## config.mk

```make
export PLATFORM = sky130hd
export DESIGN_NAME = spi_master
export DESIGN_NICKNAME = d
export VERILOG_FILES = /design/src/rtl/spi_master.sv
export SDC_FILE = /design/constraint.sdc
export NUM_CORES = 1
export LEC_CHECK = 0
export CAP_MARGIN = 20
export CELL_PAD_IN_SITES_DETAIL_PLACEMENT = 0
export CELL_PAD_IN_SITES_GLOBAL_PLACEMENT = 1
export CORE_MARGIN = 2
export CORE_UTILIZATION = 35
export DETAILED_ROUTE_END_ITERATION = 6
export PLACE_DENSITY_LB_ADDON = 0.1
export SYNTH_ARGS = -nofsm -noshare
export SYNTH_HDL_FRONTEND = slang
export SYNTH_SLANG_ARGS = --single-unit
```

## constraint.sdc

```tcl
create_clock -name clk -period 4.45 [get_ports clk]
set_clock_uncertainty 0.2 [all_clocks]
set_input_delay 1.1125 -clock clk [delete_from_list [all_inputs] [get_ports clk]]
set_output_delay 1.1125 -clock clk [all_outputs]
set_load 0.01 [all_outputs]
```

## src/rtl/spi_master.sv

```systemverilog
// SPI mode 0 master: MSB first, one DATA_W-bit word per start/done handshake.
// cs_n can be held low across words to build multi-word frames.
module spi_master #(
    parameter int CLK_DIV = 4,
    parameter int DATA_W  = 8
) (
    input  logic              clk,
    input  logic              rst_n,
    input  logic              start,
    input  logic [DATA_W-1:0] tx_data,
    input  logic              hold_cs,
    output logic              busy,
    output logic              done,
    output logic [DATA_W-1:0] rx_data,
    output logic              sck,
    output logic              cs_n,
    output logic              mosi,
    input  logic              miso
);

    localparam int DIV_W = (CLK_DIV > 1) ? $clog2(CLK_DIV) : 1;
    localparam int BIT_W = $clog2(DATA_W + 1);

    localparam logic [2:0] S_IDLE   = 3'd0;
    localparam logic [2:0] S_LEAD   = 3'd1;
    localparam logic [2:0] S_SCK_HI = 3'd2;
    localparam logic [2:0] S_SCK_LO = 3'd3;
    localparam logic [2:0] S_TRAIL  = 3'd4;

    logic [2:0]        r_state;
    logic [DIV_W-1:0]  r_div;
    logic [BIT_W-1:0]  r_bits;
    logic [DATA_W-1:0] r_tx;
    logic [DATA_W-1:0] r_rx;
    logic [DATA_W-1:0] r_rx_data;
    logic              r_hold;
    logic              r_busy;
    logic              r_done;
    logic              r_sck;
    logic              r_cs_n;
    logic              r_mosi;

    logic              w_div_end;
    logic              w_last_bit;
    logic [DATA_W-1:0] w_tx_next;
    logic [DATA_W:0]   w_rx_ext;

    assign w_div_end  = (r_div == DIV_W'(CLK_DIV - 1));
    assign w_last_bit = (r_bits == BIT_W'(DATA_W));
    assign w_tx_next  = r_tx << 1;
    assign w_rx_ext   = {r_rx, miso};

    always_ff @(posedge clk) begin
        if (!rst_n) begin
            r_state   <= S_IDLE;
            r_div     <= '0;
            r_bits    <= '0;
            r_tx      <= '0;
            r_rx      <= '0;
            r_rx_data <= '0;
            r_hold    <= 1'b0;
            r_busy    <= 1'b0;
            r_done    <= 1'b0;
            r_sck     <= 1'b0;
            r_cs_n    <= 1'b1;
            r_mosi    <= 1'b0;
        end else begin
            r_done <= 1'b0;
            case (r_state)
                S_IDLE: begin
                    r_div <= '0;
                    if (start) begin
                        r_tx    <= tx_data;
                        r_hold  <= hold_cs;
                        r_bits  <= '0;
                        r_busy  <= 1'b1;
                        r_cs_n  <= 1'b0;
                        r_mosi  <= tx_data[DATA_W-1];
                        r_state <= S_LEAD;
                    end
                end
                // LEAD and SCK_LO both end in a rising sck edge that samples miso
                S_LEAD, S_SCK_LO: begin
                    if (w_div_end) begin
                        r_div   <= '0;
                        r_sck   <= 1'b1;
                        r_rx    <= w_rx_ext[DATA_W-1:0];
                        r_bits  <= r_bits + 1'b1;
                        r_state <= S_SCK_HI;
                    end else begin
                        r_div <= r_div + 1'b1;
                    end
                end
                S_SCK_HI: begin
                    if (w_div_end) begin
                        r_div <= '0;
                        r_sck <= 1'b0;
                        if (w_last_bit) begin
                            r_state <= S_TRAIL;
                        end else begin
                            r_tx    <= w_tx_next;
                            r_mosi  <= w_tx_next[DATA_W-1];
                            r_state <= S_SCK_LO;
                        end
                    end else begin
                        r_div <= r_div + 1'b1;
                    end
                end
                S_TRAIL: begin
                    if (w_div_end) begin
                        r_div     <= '0;
                        r_done    <= 1'b1;
                        r_busy    <= 1'b0;
                        r_rx_data <= r_rx;
                        r_cs_n    <= ~r_hold;
                        r_mosi    <= 1'b0;
                        r_state   <= S_IDLE;
                    end else begin
                        r_div <= r_div + 1'b1;
                    end
                end
                default: begin
                    r_state <= S_IDLE;
                    r_div   <= '0;
                    r_busy  <= 1'b0;
                    r_sck   <= 1'b0;
                    r_cs_n  <= 1'b1;
                    r_mosi  <= 1'b0;
                end
            endcase
        end
    end

    assign busy    = r_busy;
    assign done    = r_done;
    assign rx_data = r_rx_data;
    assign sck     = r_sck;
    assign cs_n    = r_cs_n;
    assign mosi    = r_mosi;

endmodule

```

After elaboration in Yosys (flattened, before gate mapping)
Index checks and enable logic that the tools add are counted.
{ "word_totals": {"wordCells": 75, "input_bits": 13, "reg_bits": 38} }
{ "classes": {"bitwise": 6, "n_mux": 26, "eq_ne": 11, "n_reduce_logical": 18, "addsub": 2} }
{ "ops": {"columns": ["operator", "n"], "rows": [
  ["7-bit two-way mux", 3],
  ["3-bit two-way mux", 5],
  ["7-bit one-hot mux with 2 select lines", 1],
  ["3-bit one-hot mux with 4 select lines", 1],
  ["2-bit != test, second input constant", 5],
  ["1-bit two-way mux", 9],
  ["1-bit one-hot mux with 3 select lines", 3],
  ["3-bit AND reduction", 3],
  ["4-bit two-way mux", 2],
  ["4-bit one-hot mux with 2 select lines", 1],
  ["2-bit AND reduction", 4],
  ["4-bit AND reduction", 2],
  ["3-bit by 2-bit equality test with 1-bit output, second input constant", 2],
  ["1-bit NOT", 6],
  ["3-bit OR reduction", 2],
  ["5-bit AND reduction", 1],
  ["4-bit by 1-bit adder with 4-bit output, second input constant", 1],
  ["4-bit equality test, second input constant", 1],
  ["1-bit one-hot mux with 4 select lines", 1],
  ["2-bit nonzero test", 2],
  ["2-bit OR reduction", 2],
  ["4-bit OR reduction", 1],
  ["3-bit by 1-bit equality test with 1-bit output, second input constant", 1],
  ["3-bit equality test, second input constant", 1],
  ["3 further kinds", 3]
]} }

Depth between registers and ports, before layout
Gate-level depths: netlist of the first run.
{ "logic_depth": {"ltp_word": 4, "ltp_mapped": 6} }

Worst setup path before layout of the first run
OpenSTA, ideal clock, no wires.
{ "synth_path": {"path_kind": "input to register", "from": "input port start", "to": "register r_state[0]", "setup_ps": 115, "t_required_ps": 4135, "arrival_ps": 1882, "cell_stages": 4, "path_slack_ps": 2253, "cell_sequence": "mux2_4 -> and3_1 -> buf_6 -> o21a_1"} }
{ "synth_via": {"elab_chain_len": 2} }
{ "synth_lines": {"columns": ["element", "line_no", "text"], "rows": [
  ["start: declaration", "9", "input logic start,"],
  ["2-bit != test (no line)", null, null],
  ["4-bit AND reduction (no line)", null, null],
  ["end signal: assignment", "55", "r_state <= S_IDLE;"],
  ["end signal: assignment", "79", "r_state <= S_LEAD;"],
  ["end signal: assignment", "89", "r_state <= S_SCK_HI;"],
  ["end: declaration", "30", "logic [2:0] r_state;"]
]} }
Every way passes these cells.
A chain may end at the register's enable or synchronous reset.

Final worst setup path of the first run
{ "layout_path": {"from": "input port rst_n", "to": "register r_cs_n (netlist: cs_n)"} }
{ "layout_lines": {"columns": ["element", "line_no", "text"], "rows": [
  ["start: declaration", "8", "input logic rst_n,"],
  ["end signal: assignment", "115", "r_cs_n <= ~r_hold;"],
  ["end: declaration", "40", "logic r_cs_n;"]
]} }
No word-level cell between the ends.

==> results of run 1 <==
## power by group
| part | leakage (nW) | internal, mW | switching [mW] |
|---|---|---|---|
| logic | 0.392 | 0.0293 | 0.0254 |
| clock network | 0.0482 | 0.125 | 0.116 |
| registers | 0.309 | 0.350 | 0.00862 |
| total | 0.749 | 0.505 | 0.150 |
## state kept, by name, summed over array words and instances, names as in the netlist
| signal | cells |
|---|---|
| r_rx | 8 |
| rx_data | 8 |
| r_tx | 7 |
| r_bits | 4 |
| r_state | 3 |
| r_div | 2 |
| busy | 1 |
| cs_n | 1 |
| done | 1 |
| mosi | 1 |
| r_hold | 1 |
| sck | 1 |
## area by class of cell
type / instances / area share [%]
Sequential cell: 38 / 38.1
Tap cell: 54 / 3.38
Clock inverter: 1 / 0.250
Multi-Input combinational cell: 110 / 40.3
Timing Repair Buffer: 26 / 12.9
Inverter: 4 / 0.751
Clock buffer: 7 / 4.32
## cell families after synthesis
logic type | Yosys count | share of synthesized area [%]
XOR/XNOR | 2 | 1.06
multiplexers | 28 | 17.3
flip-flops | 38 | 46.0
AO/OA/AOI/OAI | 26 | 10.6
AND/OR/NAND/NOR | 51 | 17.5
buffers and inverters | 16 | 5.29
adder cells (fa/ha/maj) | 3 | 2.27
## worst reg2reg max path, delay by kind of cell (launching register included)
kind            cells  cell delay, ps
compound gates      1             140
fa+ha+maj           1             420
flops               1             340
simple gates        2            1100
## cell usage after synthesis, types with 2 or more instances
cell type  count  area, um2
dfxtp_1       38        761
mux2i_1       26        260
nor2_1        22       82.6
a211oi_1       6       45.0
a31oi_1        6       37.5
nand3_1        5       25.0
a21oi_1        4       20.0
buf_2          4       20.0
clkbuf_1       4       15.0
inv_1          4       15.0
nand4b_1       4       35.0
o21ai_0        4       20.0
ha_1           3       37.5
nand2_1        3       11.3
nand2b_1       3       18.8
nor3b_1        3       22.5
and2_1         2       12.5
buf_4          2       15.0
buf_6          2       22.5
nor3_1         2       10.0
xor2_1         2       17.5
## per-stage QoR
| step | area, um2 | power (mW) | utilization, % | setup WS, ps |
|---|---|---|---|---|
| 4_1_cts | 2000 | 0.664 | 43.2 | 1620 |
| 2_1_floorplan | 1650 | 0.401 | - | 2250 |
| 3_3_place_gp | 1910 | 0.421 | 41.2 | 1400 |
| 6_report | 2000 | 0.655 | 43.2 | 1660 |
| 3_5_place_dp | 1910 | 0.422 | 41.2 | 1320 |
| 5_1_grt | 2000 | 0.687 | 43.2 | 1500 |
## routing by layer
| layer | vias to the layer above | global-route usage, % | share of wire, % |
|---|---|---|---|
| met5 | - | 0 | 0 |
| met4 | 0 | 6.17 | 1.9 |
| met3 | 6 | 5.25 | 5.5 |
| met2 | 21 | 20.6 | 47 |
| met1 | 584 | 17.5 | 45 |
| li1 | 626 | - | - |
## path summary, 6_finish.rpt
kind	depth (start not counted)	start	slack (ps)	end
setup / recovery	3	rst_n	1660	cs_n
hold / removal	1	r_div[0]	240	r_div[0]
setup reg to reg	4	r_div[0]	2190	r_bits[3]
hold reg to reg	1	r_div[0]	240	r_div[0]
==> flow_summary.toml, run 1 <==
[outcome]
status = "finished clean"

[yosys]
synthArstFlopShare_pct = 0
synth_flop_cell = "dfxtp_1"
syn_area_um2 = 1650
ys_warn_count = 0
avgSynthCellArea_um2 = 10.1
syn_inst = 164
synth_edf_count = 0
ys_seq_area_share_pct = 46.0
syn_nets = 180
ys_types = 36
synth-seq-cells = 38

[final_layout]
area_growth_pct = 20.8
multi_input_area_um2 = 806
instances_no_fill = 240
final_common_cell = "dfxtp_1"
drive_gt1_share_pct = 6.99
fill_cells = 451
layout_common_cells = "dfxtp_1 (38), mux2i_1 (26), clkdlybuf4s50_1 (25), nor2_1 (22)"
fin_nets = 201
antenna_cells = 0
area.sequential_um2 = 761

[timing]
worst_pin_slew_ps = 914
fin_crit_sh_pct = 62.8
hold_ws_ps = 237
relSlewSlack_pct = 39.0
min_period_ps = 2790
final-hold-violation-count = 0
finalSetupViolations = 0
fin_setup_tns_ps = 0
final_max_slew_viol_count = 0
grt_setup_unrepaired = "no"
fmax_mhz = 358

[global_route]
grt_max_degree = 31
overflow = 0
antenna_found_initial = 0
grt_usage_pct = 13.7
grt_pass1_vias = 1167
grt_pass1_wl_um = 5530

[cts]
cts_tree = "built"
root_buffer = "clkbuf_8"
cts_max_path_buffers = 2
cts_resized = 0
cts_hold_buf = 0
cts.sinks = 38
h-tree-depth = 2
numCtsBuffers = 5
post_cts_buffers = 0
path_clk_slew_ps = 70
clk_latency_ps = 280

[place]
place_congestion = 0.704
dp_hpwl_um = 2240
io_buffers = 25
dp_cells = 232

[die]
fp.dieH_um = 72.7
coreArea_um2 = 4630
die_area_um2 = 5290
pin_count = 26
row_count = 25
die_w_um = 72.7
start_util_pct = 35.7

[worst_setup_path]
worst-setup-path-type = "in2reg"
max_stage_delay_ps = 720
endpoint_kind = "flop"
cp_max_fo = 30
crit_chain = "clkdlybuf4s50_1 > inv_1 > a221o_1"
worstPathRequired_ps = 4430
critPathLaunchType = "input pin"
arrival_ps = 2770
cp_slowest_cell = "clkdlybuf4s50_1"
critPathBufInv = 2
cpLargestDelayFamily = "buffers and inverters"

[drt]
num_vias = 1237
antenna_left = 0
wl_per_cell_um = 13.8
routed_wirelength_um = 3320
drcViolationCount = 0
firstDrtPassIters = 4
drt_iter0_markers = 74
via_per_inst = 5.15

[power]
irDropWorstVdd_mv = 0.163
power_density_nw_per_um2 = 328
p_leak_nw = 0.749

[worst_hold_path]
hold_path_class = "reg2reg"

[job]
cap_viol_max_count = 0
Note: power is estimated with default switching activity, not from simulation.
==> run 2, diff against run 1 <==
==> constraint.sdc (replaced) <==
create_clock -name clk -period 2.5 [get_ports clk]
set_clock_uncertainty 0.2 [all_clocks]
set_input_delay 0.625 -clock clk [delete_from_list [all_inputs] [get_ports clk]]
set_output_delay 0.625 -clock clk [all_outputs]
set_load 0.01 [all_outputs]
==> flow_summary.toml, run 2 (synthesis gave the netlist of run 1 again) <==
[outcome]
status = "finished clean"

[die]
row_count = 25
pin_count = 26
start_util_pct = 35.7
coreArea_um2 = 4630
die_area_um2 = 5290
fp.dieH_um = 72.7
die_w_um = 72.7

[worst_setup_path]
critPathLaunchType = "flop"
cp_max_fo = 2
worstPathRequired_ps = 1670
max_stage_delay_ps = 540
crit_chain = "clkdlybuf4s50_1"
worst-setup-path-type = "reg2out"
critPathBufInv = 1
cp_slowest_cell = "clkdlybuf4s50_1"
endpoint_kind = "primary output"
r2r_slack_ps = 590
arrival_ps = 1180
cpLargestDelayFamily = "buffers and inverters"

[drt]
drcViolationCount = 0
routed_wirelength_um = 3380
firstDrtPassIters = 4
antenna_left = 0
via_per_inst = 5.19
drt_iter0_markers = 55
wl_per_cell_um = 13.9
num_vias = 1261

[cts]
cts_resized = 0
numCtsBuffers = 5
cts.sinks = 38
root_buffer = "clkbuf_8"
post_cts_buffers = 0
cts_max_path_buffers = 2
h-tree-depth = 2
cts_tree = "built"
cts_hold_buf = 0
path_clk_slew_ps = 80
clk_latency_ps = 290

[global_route]
antenna_found_initial = 0
overflow = 0
grt_usage_pct = 14.5
grt_pass1_wl_um = 5840
grt_max_degree = 20
grt_pass1_vias = 1234

[power]
seqPwrFrac_pct = 50.8
clock_power_share_pct = 41.2
p_leak_nw = 0.770
p_sw_share_pct = 22.4
power_density_nw_per_um2 = 612
p_int_uw = 976
combPwrFrac_pct = 8.0
irDropWorstVdd_mv = 0.318
p_switching_uw = 282

[final_layout]
drive_gt1_share_pct = 8.99
final_util_pct = 44.4
area_growth_pct = 24.3
layout_common_cells = "dfxtp_1 (38), mux2i_1 (26), clkdlybuf4s50_1 (25), nor2_1 (22)"
final_common_cell = "dfxtp_1"
antenna_cells = 0
area.sequential_um2 = 761
multi_input_area_um2 = 806
fin_nets = 204
fill_cells = 467

[timing]
grt_setup_unrepaired = "no"
relSlewSlack_pct = 61.9
min_period_ps = 2000
fin_crit_sh_pct = 80.1
final_max_slew_viol_count = 0
final-hold-violation-count = 0
worst_pin_slew_ps = 570
finalSetupViolations = 0
hold_ws_ps = 230
setup_ws_ps = 496
fmax_mhz = 499
fin_setup_tns_ps = 0

[worst_hold_path]
hold_path_class = "reg2reg"

[place]
io_buffers = 25
dp_slack_ps = 265
dp_hpwl_um = 2290
place_congestion = 0.721

[job]
cap_viol_max_count = 0
[run 2: worst paths after layout]
path,cells after the start,to,from
max,1,mosi,mosi
min,1,r_div[0],r_div[0]
max reg2reg,4,rx_data[7],r_div[0]
min reg2reg,1,r_div[0],r_div[0]
[run 2: stage by stage]
stage	total power [mW]	instance area, um2	std cells
after global placement	0.753	1940	235
after floorplan	0.714	1650	164
after detailed placement	0.755	1940	235
after CTS	1.28	2060	243
after global routing	1.32	2060	243
final	1.26	2060	243
[run 2: power by group through the flow]
| stage | logic, mW | clock network [mW] | registers, mW |
|---|---|---|---|
| floorplan | 0.0652 | 0 | 0.649 |
| finish | 0.101 | 0.518 | 0.639 |
| global placement | 0.0999 | 0 | 0.653 |
| detailed placement | 0.101 | 0 | 0.654 |
| CTS | 0.102 | 0.538 | 0.639 |
| global route | 0.111 | 0.563 | 0.643 |
[run 2: per-layer routing]
layer / global-route usage, % / wire [um]
met1: 18.3 / 1600
met2: 22.7 / 1580
met3: 4.97 / 149
met4: 5.76 / 45
met5: 0 / 0
[run 2: area by class of cell]
type / instances / area share [%]
multi-input combinational: 110 / 39.2
tap: 54 / 3.29
inverter: 4 / 0.730
sequential: 38 / 37.0
clock inverter: 3 / 2.19
timing repair buffer: 29 / 14.2
clock buffer: 5 / 3.35
==> run 3, diff against run 2 <==
==> constraint.sdc (replaced) <==
create_clock -name clk -period 1.75 [get_ports clk]
set_clock_uncertainty 0.2 [all_clocks]
set_input_delay 0.4375 -clock clk [delete_from_list [all_inputs] [get_ports clk]]
set_output_delay 0.4375 -clock clk [all_outputs]
set_load 0.01 [all_outputs]
==> flow_summary.toml, run 3 (synthesis gave the netlist of run 1 again) <==
[job]
cap_viol_max_count = 0

[drt]
antenna_left = 0
wl_per_cell_um = 13.6
firstDrtPassIters = 4
routed_wirelength_um = 3500
drt_iter0_markers = 63
num_vias = 1291
drcViolationCount = 0
via_per_inst = 5.02

[power]
p_leak_nw = 0.892
power.total_mw = 1.68
p_int_mw = 1.29
irDropWorstVdd_mv = 0.423
combPwrFrac_pct = 9.3
power_density_nw_per_um2 = 784
p_sw_share_pct = 22.8
seqPwrFrac_pct = 54.4
clock_power_share_pct = 36.3
p_switching_uw = 381

[timing]
fin_crit_sh_pct = 96.8
final_max_slew_viol_count = 0
fin_setup_tns_ps = 0
final-hold-violation-count = 0
finalSetupViolations = 0
fmax_mhz = 590
worst_pin_slew_ps = 433
hold_ws_ps = 261
setup_ws_ps = 55.9
min_period_ps = 1690
relSlewSlack_pct = 71.1
grt_setup_unrepaired = "no"

[cts]
h-tree-depth = 2
numCtsBuffers = 5
cts_tree = "built"
root_buffer = "clkbuf_8"
cts.sinks = 38
cts_max_path_buffers = 2
path_clk_slew_ps = 70
cts_hold_buf = 0
post_cts_buffers = 0
clk_latency_ps = 280

[die]
start_util_pct = 35.7
fp.dieH_um = 72.7
die_w_um = 72.7
coreArea_um2 = 4630
die_area_um2 = 5290
pin_count = 26
row_count = 25

[global_route]
overflow = 0
grt_pass1_vias = 1327
antenna_found_initial = 0
grt_pass1_wl_um = 5950
grt_usage_pct = 14.6
grt_max_degree = 20

[final_layout]
final_util_pct = 46.1
design_area_um2 = 2140
layout_common_cells = "dfxtp_1 (37), mux2i_1 (26), nor2_1 (22), buf_4 (17), dlygate4sd2_1 (13)"
area_growth_pct = 29.1
fin_nets = 218
final_common_cell = "dfxtp_1"
drive_gt1_share_pct = 17.2
instances_no_fill = 257
antenna_cells = 0

[place]
dp_cells = 249
dp_slack_ps = -273
dp_hpwl_um = 2530
dpl_cell_area_um2 = 2050
place_congestion = 0.692
io_buffers = 25

[worst_setup_path]
critPathLaunchType = "input pin"
worstPathRequired_ps = 1740
cp_max_fo = 9
arrival_ps = 1690
worst-setup-path-type = "in2reg"
endpoint_kind = "flop"

[worst_hold_path]
hold_path_class = "reg2reg"

[outcome]
status = "finished clean"
==> run 3: cell count changes in the layout (fill, tap and decap cells not counted), sizes merged <==
cell / delta
bufinv: -1
clkdlybuf4s50: -13
buf: +14
clkinv: +1
clkinvlp: -1
clkbuf: +1
dlygate4sd2: +13
==> run 3: path summary, 6_finish.rpt <==
kind / from / cells after the start / slack (ps) / endpoint
worst min-delay path: r_div[0] / 1 / 260 / r_div[0]
worst min register to register: r_div[0] / 1 / 260 / r_div[0]
worst max-delay path: start / 4 / 60 / r_tx[3]
worst max register to register: r_div[0] / 6 / 120 / r_rx[4]
==> run 3: layer usage <==
metal  global-route usage (%)  share of wire, %  wire length [um]  up-vias
met5                        0                 0                 0        -
met2                     25.3                51              1780       17
met3                     3.87               3.5               123        2
li1                         -                 -                 -      661
met4                     6.17              0.66                23        0
met1                     16.9                45              1560      611
==> run 3: cell type report <==
class | instances | area (um2)
fillers | 473 | 2490
multi-input cells | 110 | 815
flip-flops and latches | 38 | 762
repair buffers | 43 | 382
clock buffers | 6 | 82.6
well taps | 54 | 67.6
inverters | 4 | 15.0
clock inverters | 2 | 12.5
==> run 3: power by group through the flow <==
| stage | clock (mW) | combinational [mW] | sequential, mW |
|---|---|---|---|
| floorplan | 0 | 0.0931 | 0.927 |
| global placement | 0 | 0.157 | 0.930 |
| detailed placement | 0 | 0.159 | 0.931 |
| CTS | 0.635 | 0.156 | 0.911 |
| global route | 0.668 | 0.171 | 0.916 |
| finish | 0.608 | 0.157 | 0.911 |
==> run 3: worst max-delay path: stages <==
cell and delay (ps):
clkdlybuf4s50_1 450, mux2_4 290, and3_2 280, a211oi_1 230
==> run 3: timing repair <==
action	4_1_cts	5_1_grt
resized for setup	13	4
cloned	0	0
pin swaps	0	0
endpoints found under the setup margin	13	15
